--- src/rtl/eth_rx_pkt_reader.sv ---
// Receive packet reader: pops one descriptor per packet from the command FIFO and
// either streams the packet's bytes out with SOP/EOP markers or drains them silently.
module eth_rx_pkt_reader #(
   parameter int MIN_LEN = 60,
   parameter int MAX_LEN = 1514,
   parameter int CNT_W   = 16
) (
   input  logic             clk,
   input  logic             reset,
   input  logic             cmd_fifo_empty,
   output logic             cmd_fifo_rd,
   input  logic [71:0]      cmd_fifo_dout,
   input  logic             data_fifo_empty,
   output logic             data_fifo_rd,
   input  logic [8:0]       data_fifo_dout,
   output logic             out_valid,
   output logic [7:0]       out_data,
   output logic             out_sop,
   output logic             out_eop,
   input  logic             out_ready,
   output logic [CNT_W-1:0] pkt_ok_cnt,
   output logic [CNT_W-1:0] pkt_drop_cnt,
   output logic             busy
);

   typedef enum logic [1:0] {IDLE, LOAD, FWD, DROP} state_t;

   state_t           state_q;
   logic [10:0]      len_q;
   logic [10:0]      rem_q;
   logic             drop_q;
   logic             first_q;
   logic             out_valid_q;
   logic [7:0]       out_data_q;
   logic             out_sop_q;
   logic             out_eop_q;
   logic [CNT_W-1:0] ok_cnt_q;
   logic [CNT_W-1:0] ok_cnt_d;
   logic [CNT_W-1:0] drop_cnt_q;
   logic [CNT_W-1:0] drop_cnt_d;

   logic [10:0]      cmd_len;
   logic             cmd_drop;
   logic             out_take;
   logic             unused_bits;

   assign cmd_len  = cmd_fifo_dout[10:0];
   assign cmd_drop = cmd_fifo_dout[53] | cmd_fifo_dout[52] |
                     (int'(cmd_len) < MIN_LEN) | (int'(cmd_len) > MAX_LEN);
   assign out_take = out_valid_q & out_ready;

   assign unused_bits = ^{cmd_fifo_dout[71:54], cmd_fifo_dout[51:11], data_fifo_dout[8]};

   assign ok_cnt_d   = (&ok_cnt_q)   ? ok_cnt_q   : ok_cnt_q + 1'b1;
   assign drop_cnt_d = (&drop_cnt_q) ? drop_cnt_q : drop_cnt_q + 1'b1;

   // Pops stop once the packet's bytes are all out of the data FIFO, so a stalled
   // final byte never lets the next packet's data be consumed early.
   always_comb begin
      cmd_fifo_rd  = 1'b0;
      data_fifo_rd = 1'b0;
      if (!reset) begin
         case (state_q)
            IDLE:    cmd_fifo_rd  = !cmd_fifo_empty;
            FWD:     data_fifo_rd = !data_fifo_empty && (rem_q != 11'd0) &&
                                    (!out_valid_q || out_ready);
            DROP:    data_fifo_rd = !data_fifo_empty && (rem_q != 11'd0);
            default: ;
         endcase
      end
   end

   always_ff @(posedge clk or posedge reset) begin
      if (reset) begin
         state_q     <= IDLE;
         len_q       <= '0;
         rem_q       <= '0;
         drop_q      <= 1'b0;
         first_q     <= 1'b0;
         out_valid_q <= 1'b0;
         out_data_q  <= '0;
         out_sop_q   <= 1'b0;
         out_eop_q   <= 1'b0;
         ok_cnt_q    <= '0;
         drop_cnt_q  <= '0;
      end else begin
         case (state_q)
            IDLE: begin
               if (cmd_fifo_rd) begin
                  len_q   <= cmd_len;
                  drop_q  <= cmd_drop;
                  state_q <= LOAD;
               end
            end
            LOAD: begin
               rem_q   <= len_q;
               first_q <= 1'b1;
               if (len_q == 11'd0) begin
                  drop_cnt_q <= drop_cnt_d;
                  state_q    <= IDLE;
               end else begin
                  state_q <= drop_q ? DROP : FWD;
               end
            end
            FWD: begin
               if (data_fifo_rd) begin
                  out_valid_q <= 1'b1;
                  out_data_q  <= data_fifo_dout[7:0];
                  out_sop_q   <= first_q;
                  out_eop_q   <= (rem_q == 11'd1);
                  first_q     <= 1'b0;
                  rem_q       <= rem_q - 11'd1;
               end else if (out_take) begin
                  out_valid_q <= 1'b0;
                  out_sop_q   <= 1'b0;
                  out_eop_q   <= 1'b0;
                  if (out_eop_q) begin
                     ok_cnt_q <= ok_cnt_d;
                     state_q  <= IDLE;
                  end
               end
            end
            DROP: begin
               if (data_fifo_rd) begin
                  rem_q <= rem_q - 11'd1;
                  if (rem_q == 11'd1) begin
                     drop_cnt_q <= drop_cnt_d;
                     state_q    <= IDLE;
                  end
               end
            end
            default: state_q <= IDLE;
         endcase
      end
   end

   assign out_valid    = out_valid_q;
   assign out_data     = out_data_q;
   assign out_sop      = out_sop_q;
   assign out_eop      = out_eop_q;
   assign pkt_ok_cnt   = ok_cnt_q;
   assign pkt_drop_cnt = drop_cnt_q;
   assign busy         = (state_q != IDLE);

endmodule

--- config.mk ---
export PLATFORM = sky130hd
export DESIGN_NAME = eth_rx_pkt_reader
export DESIGN_NICKNAME = d
export VERILOG_FILES = /design/src/rtl/eth_rx_pkt_reader.sv
export SDC_FILE = /design/constraint.sdc
export NUM_CORES = 1
export LEC_CHECK = 0
export BUFFER_PORTS_ARGS = -buffer_cell sky130_fd_sc_hd__buf_2
export CORE_MARGIN = 4
export CORE_UTILIZATION = 35
export DETAILED_ROUTE_END_ITERATION = 10
export PLACE_DENSITY_LB_ADDON = 0.12
export SLEW_MARGIN = 20
export SYNTH_ARGS = -nofsm -noshare
export SYNTH_HDL_FRONTEND = slang
export SYNTH_SLANG_ARGS = --single-unit
--- constraint.sdc ---
create_clock -name clk -period 3 [get_ports clk]
set_input_delay 0.15 -clock clk [delete_from_list [all_inputs] [get_ports clk]]
set_output_delay 0.15 -clock clk [all_outputs]
set_load 0.03 [all_outputs]
Yosys cells after proc, flatten, opt, wreduce, memory -nomap -nowiden

Cells that the tools add are included.
Widths: inputs -> output; s select.

Add/subtract/negate cells: 3
Multiply operators: 0
Div/mod/pow operators: 0
Order comparisons: 2
Equality and inequality tests: 13
Shifts and indexed selects: 0
Muxes and demuxes: 26
Bitwise gates (word level): 6
Reductions and logical operators: 25

Operators with widths:

| cell                  | number |
|---|---|
| $mux 16               | 4 |
| $add 16x1->16 const B | 2 |
| $pmux 16 s2           | 1 |
| $reduce_and 16->1     | 2 |
| $pmux 11 s2           | 1 |
| $ne 2x2->1 const B    | 8 |
| $mux 2                | 7 |
| $eq 11x1->1 const B   | 1 |
| $gt 11x11->1 const B  | 1 |
| $logic_not 11->1      | 1 |
| $lt 11x6->1 const B   | 1 |
| $mux 11               | 1 |
| $reduce_bool 11->1    | 1 |
| $sub 11x1->11 const B | 1 |
| $reduce_and 2->1      | 5 |
| $reduce_bool 2->1     | 5 |
| $mux 1                | 9 |
| $pmux 2 s4            | 1 |
| $reduce_and 6->1      | 1 |
| $reduce_and 5->1      | 1 |
| $eq 2x2->1 const B    | 2 |
| $pmux 1 s2            | 2 |
| $reduce_and 4->1      | 1 |
| $logic_not 1->1       | 3 |
| 9 further kinds       | 13 |

Bits in registers: 69
Latch bits: 0
RAM bits: 0
ROM bits: 0
Input bits: 86
Output and inout bits: 46
Memories kept: 0

Depth between registers and ports, before layout

Depth in word-level cells: 7
Gate-level depth with buffers: 8

Worst setup path before layout

No wires, ideal clock.

Path type: register to register
Start: register state_q[0]
End: register len_q[0]
Library setup time: 0.125 ns
Data arrival time: 2.270 ns
Path slack: 0.605 ns
Stages on the path, launching flop included: 7
Path buffers: 2
Period minus slack after synthesis: 2.395 ns
Cells stage by stage: dfrtp_1 > clkbuf_1 > inv_1 > nand2_1 > nor3_1 > clkbuf_1 > mux2_2

Longest elaborated chain between the ends: 4

Ends and longest elaborated chain:

| what                              | line | RTL |
|---|---|---|
| start, declared                   | 28   | `state_t state_q;` |
| start signal, assigned            | 102  | `state_q <= drop_q ? DROP : FWD;` |
| $logic_not 2->1                   | 63   | `case (state_q)` |
| $mux 1                            | 63   |  |
| $mux 1                            | 62   | `if (!reset) begin` |
| via cmd_fifo_rd                   | 11   | `output logic cmd_fifo_rd,` |
| $reduce_and 2->1 (no source line) | n/a  |  |
| end signal, assigned              | 90   | `len_q <= cmd_len;` |
| end, declared                     | 29   | `logic [10:0] len_q;` |

The timed path passes the listed nets, and every way through them passes these cells.
A chain may end at the register's enable or synchronous reset.

Worst setup path after layout

Start: register rem_q[0]
End: register ok_cnt_q[1], in the netlist pkt_ok_cnt[1]

Longest elaborated chain between the ends: 7

Ends and longest elaborated chain:

| what                                  | line   | RTL |
|---|---|---|
| start, declared                       | 30     | `logic [10:0] rem_q;` |
| start signal, assigned                | 96     | `rem_q <= len_q;` |
| start signal, assigned                | 112    | `rem_q <= rem_q - 11'd1;` |
| start signal, assigned                | 125    | `rem_q <= rem_q - 11'd1;` |
| $reduce_bool 11->1 (*)                | 65, 67 |  |
| $logic_and 1x1->1 (*)                 | 65, 67 |  |
| $logic_and 1x1->1                     | 65     | `FWD: data_fifo_rd = !data_fifo_empty && (rem_q != 11'd0) &&` |
| $pmux 1 s2 (*)                        | 63     |  |
| $mux 1 (*)                            | 62     |  |
| $not 1->1 (no source line) (*)        | n/a    |  |
| $reduce_and 5->1 (no source line) (*) | n/a    |  |
| end signal, assigned                  | 118    | `ok_cnt_q <= ok_cnt_d;` |
| end, declared                         | 37     | `logic [CNT_W-1:0] ok_cnt_q;` |

Mark *: on every way between the ends. The rest lies on a longest branch, timed or not.

==> reports/summary.txt <==
Clock sink total: 69
Worst hold-check path type: in2reg
Fraction of final layout cells sized beyond drive strength 1: 0.303
Commonest non-fill, non-tap cells in the layout: buf_2, dfrtp_1, xnor2_1
FMAX: 414 MHz
Layout Cells excl Fill: 542
Grt ovf: 0
Vias: 2759
Initial antenna violation count: 0
Post-synthesis sequential area ratio: 0.503
Outcome: completed
Antenna diodes: 0
R2r setup slk: 0.58 ns
DRT iter0 DRCs: 91
Number of global-route vias before repair: 2833
CTS buffer count: 9
H-tree depth: 3
Crit start category: register
Crit-path leading delay family: simple AND/OR/NAND/NOR gates
PortBufs: 71
Vias/cell: 5.09
First-pass GRT wire length: 14.0 mm
Reg2reg end: pkt_ok_cnt[1]
Register area: 0.00173 mm^2
DP HPWL: 6.04 mm
Synth Area per Inst: 10.6 um^2
Worst-Skew Late Latency: 0.34 ns
Stages on worst setup path: 7
Tcrit/Tclk final: 0.806
Die area: 0.0114 mm^2
Overall routed net length: 8.27 mm
Largest stage delay, worst path: 0.46 ns
Worst path bufs/invs: 1
Setup TNS: 0 ns
Hold wc startpoint: data_fifo_dout[7]
Clock Path Buffers: 2
PwrDens: 795 mW/mm^2
Synth Flop Type: dfrtp_1
Die H: 107 um
Synth unique cells: 47
Register bit total from synthesis: 69
Post-synthesis cell area: 0.00343 mm^2
CTS tree: yes
Largest net degree at the start of global routing: 55
Max VDD drop: 0.277 mV
Number of synthesized flops with an enable pin: 0
Global Route Usage Sum: 0.153
Clock slew at the register clock pins of the worst setup and hold paths: 0.07 ns
Gp weighted congestion: 0.816
Cell count after synthesis: 323
Critical Path, Cell by Cell: inv_1, ha_1, nor3b_1, nand3_1, and2_0, nor3_1, mux2_2
Clock Tree Root: clkbuf_8
Commonest non-fill, non-tap cell in the layout: buf_2
Final Max Slew Viols: 0
Area grow syn2layout: 22.4%
RSZ-0062 raised after global routing: no
Setup Buffers After CTS: 0
CP Class: reg2reg
Slowest CP cell: dfrtp_1
CP required: 3.22 ns
Core area: 0.00937 mm^2
Worst Skew: 0.00917 ns
Die Wd: 107 um
Hold path depth: 2
Detail Route Antenna Nets: 0
Setup crit end kind: register
Reg2reg path depth: 7
Setup Viol. Count Final: 0
Final Hold Fails: 0
Final Net Count: 499
Slew margin rel.: 0.640
Ys async rst share: 1.00
Hold EP: out_data[7]
Crit path DAT: 2.64 ns
Syn. warnings: 0
Routed len/inst: 15.3 um
Multi-input logic area: 0.00163 mm^2
Row Count: 35
Initial Util: 0.366
Filler Cells Inserted: 980
Max FO, Critical Path: 7
IO Count: 132
Reg-to-reg startpoint: rem_q[0]
Worst Tran Pin Value: 0.535 ns
Post-layout min period: 2.42 ns
Number of placed instances with taps included: 525
Syn_nets: 414
Static Leakage: 0.00191 uW
Number of remaining DRC errors: 0
Number of iterations in the first detailed-routing pass: 4
MaxCap Viol Count: 0
## cells by family (layout without fill, tap and decap cells)
logic type / after synthesis / after routing / share of synthesized area
and+or+nand+nor: 132 / 132 / 0.206
buffers and inverters: 19 / 109 / 0.0230
xor gates and xnor gates: 34 / 34 / 0.0868
adders and majority gates: 5 / 5 / 0.0182
muxes: 21 / 21 / 0.0690
AOI/OAI and AO/OA: 43 / 43 / 0.0934
DFF: 69 / 69 / 0.503
## registers in the layout (all words and copies together) (netlist names)
| register | count |
|---|---|
| pkt_drop_cnt | 16 |
| pkt_ok_cnt | 16 |
| len_q | 11 |
| rem_q | 11 |
| out_data | 8 |
| state_q | 2 |
| drop_q | 1 |
| first_q | 1 |
| out_eop | 1 |
| out_sop | 1 |
| out_valid | 1 |
## per-layer routing
| metal | wire, um | global-route usage |
|---|---|---|
| met1 | 3980 | 0.207 |
| met2 | 3980 | 0.242 |
| met3 | 300 | 0.0464 |
| met4 | 0 | 0.0338 |
| met5 | 0 | 0 |
## worst max path at each step
stage | end | startpoint | slack, ns
global route | rem_q[2] | rem_q[0] | 0.39
floorplan | len_q[0] | state_q[0] | 0.60
finish | pkt_ok_cnt[1] | rem_q[0] | 0.58
CTS | data_fifo_rd | rem_q[0] | 0.58
global placement | pkt_ok_cnt[1] | rem_q[0] | 0.61
detailed placement | out_data[2] | rem_q[0] | 0.61
## synthesized netlist by cell type, types with 5 or more instances
library cell | number | area, um^2
ha_1 | 5 | 62.6
dfrtp_1 | 69 | 1730
inv_1 | 8 | 30.0
nand4_1 | 19 | 119
mux2_2 | 20 | 225
nor3_1 | 12 | 60.1
a21oi_1 | 9 | 45.0
nor4_1 | 6 | 37.5
nand3_1 | 28 | 140
clkbuf_1 | 6 | 22.5
nor2_1 | 19 | 71.3
xnor2_1 | 31 | 272
and3_1 | 8 | 50.1
nand2_1 | 23 | 86.3
o21ai_0 | 9 | 45.0
## cell type report
class	instances	area share
flip-flops and latches	69	0.411
multi-input cells	235	0.388
repair buffers	84	0.112
well taps	129	0.0385
clock buffers	12	0.0370
inverters	9	0.00805
clock inverters	4	0.00537
## stage by stage
| step | instance area, um^2 | utilization | total power [uW] | worst slack, ns | hold slack, ns |
|---|---|---|---|---|---|
| 2_1_floorplan | 3430 | - | 2260 | 0.605 | 0.302 |
| 3_3_place_gp | 4010 | 0.428 | 2650 | 0.610 | 0.205 |
| 3_5_place_dp | 4010 | 0.428 | 2670 | 0.606 | 0.213 |
| 4_1_cts | 4200 | 0.448 | 3370 | 0.578 | 0.0266 |
| 5_1_grt | 4200 | 0.448 | 3590 | 0.393 | 0.0220 |
| 6_report | 4200 | 0.448 | 3340 | 0.582 | 0.0450 |
## worst register-to-register path: stages, from the launching register on
cell,delay [ns]
dfrtp_1,0.46
inv_1,0.11
ha_1,0.26
nor3b_1,0.27
nand3_1,0.23
and2_0,0.25
nor3_1,0.35
mux2_2,0.38
## where the power goes
group | leakage [uW] | switching [uW] | internal (uW) | total, uW
clock | 0.0000921 | 347 | 341 | 689
combinational | 0.000923 | 697 | 500 | 1200
sequential | 0.000890 | 264 | 1190 | 1450
total | 0.00191 | 1310 | 2030 | 3340
## what timing repair did
item / CTS / global route
resized for setup: 0 / 0
hold endpoints to repair: 15 / 0
hold buffers: 1 / 0
(Power assumes the default switching activity.)
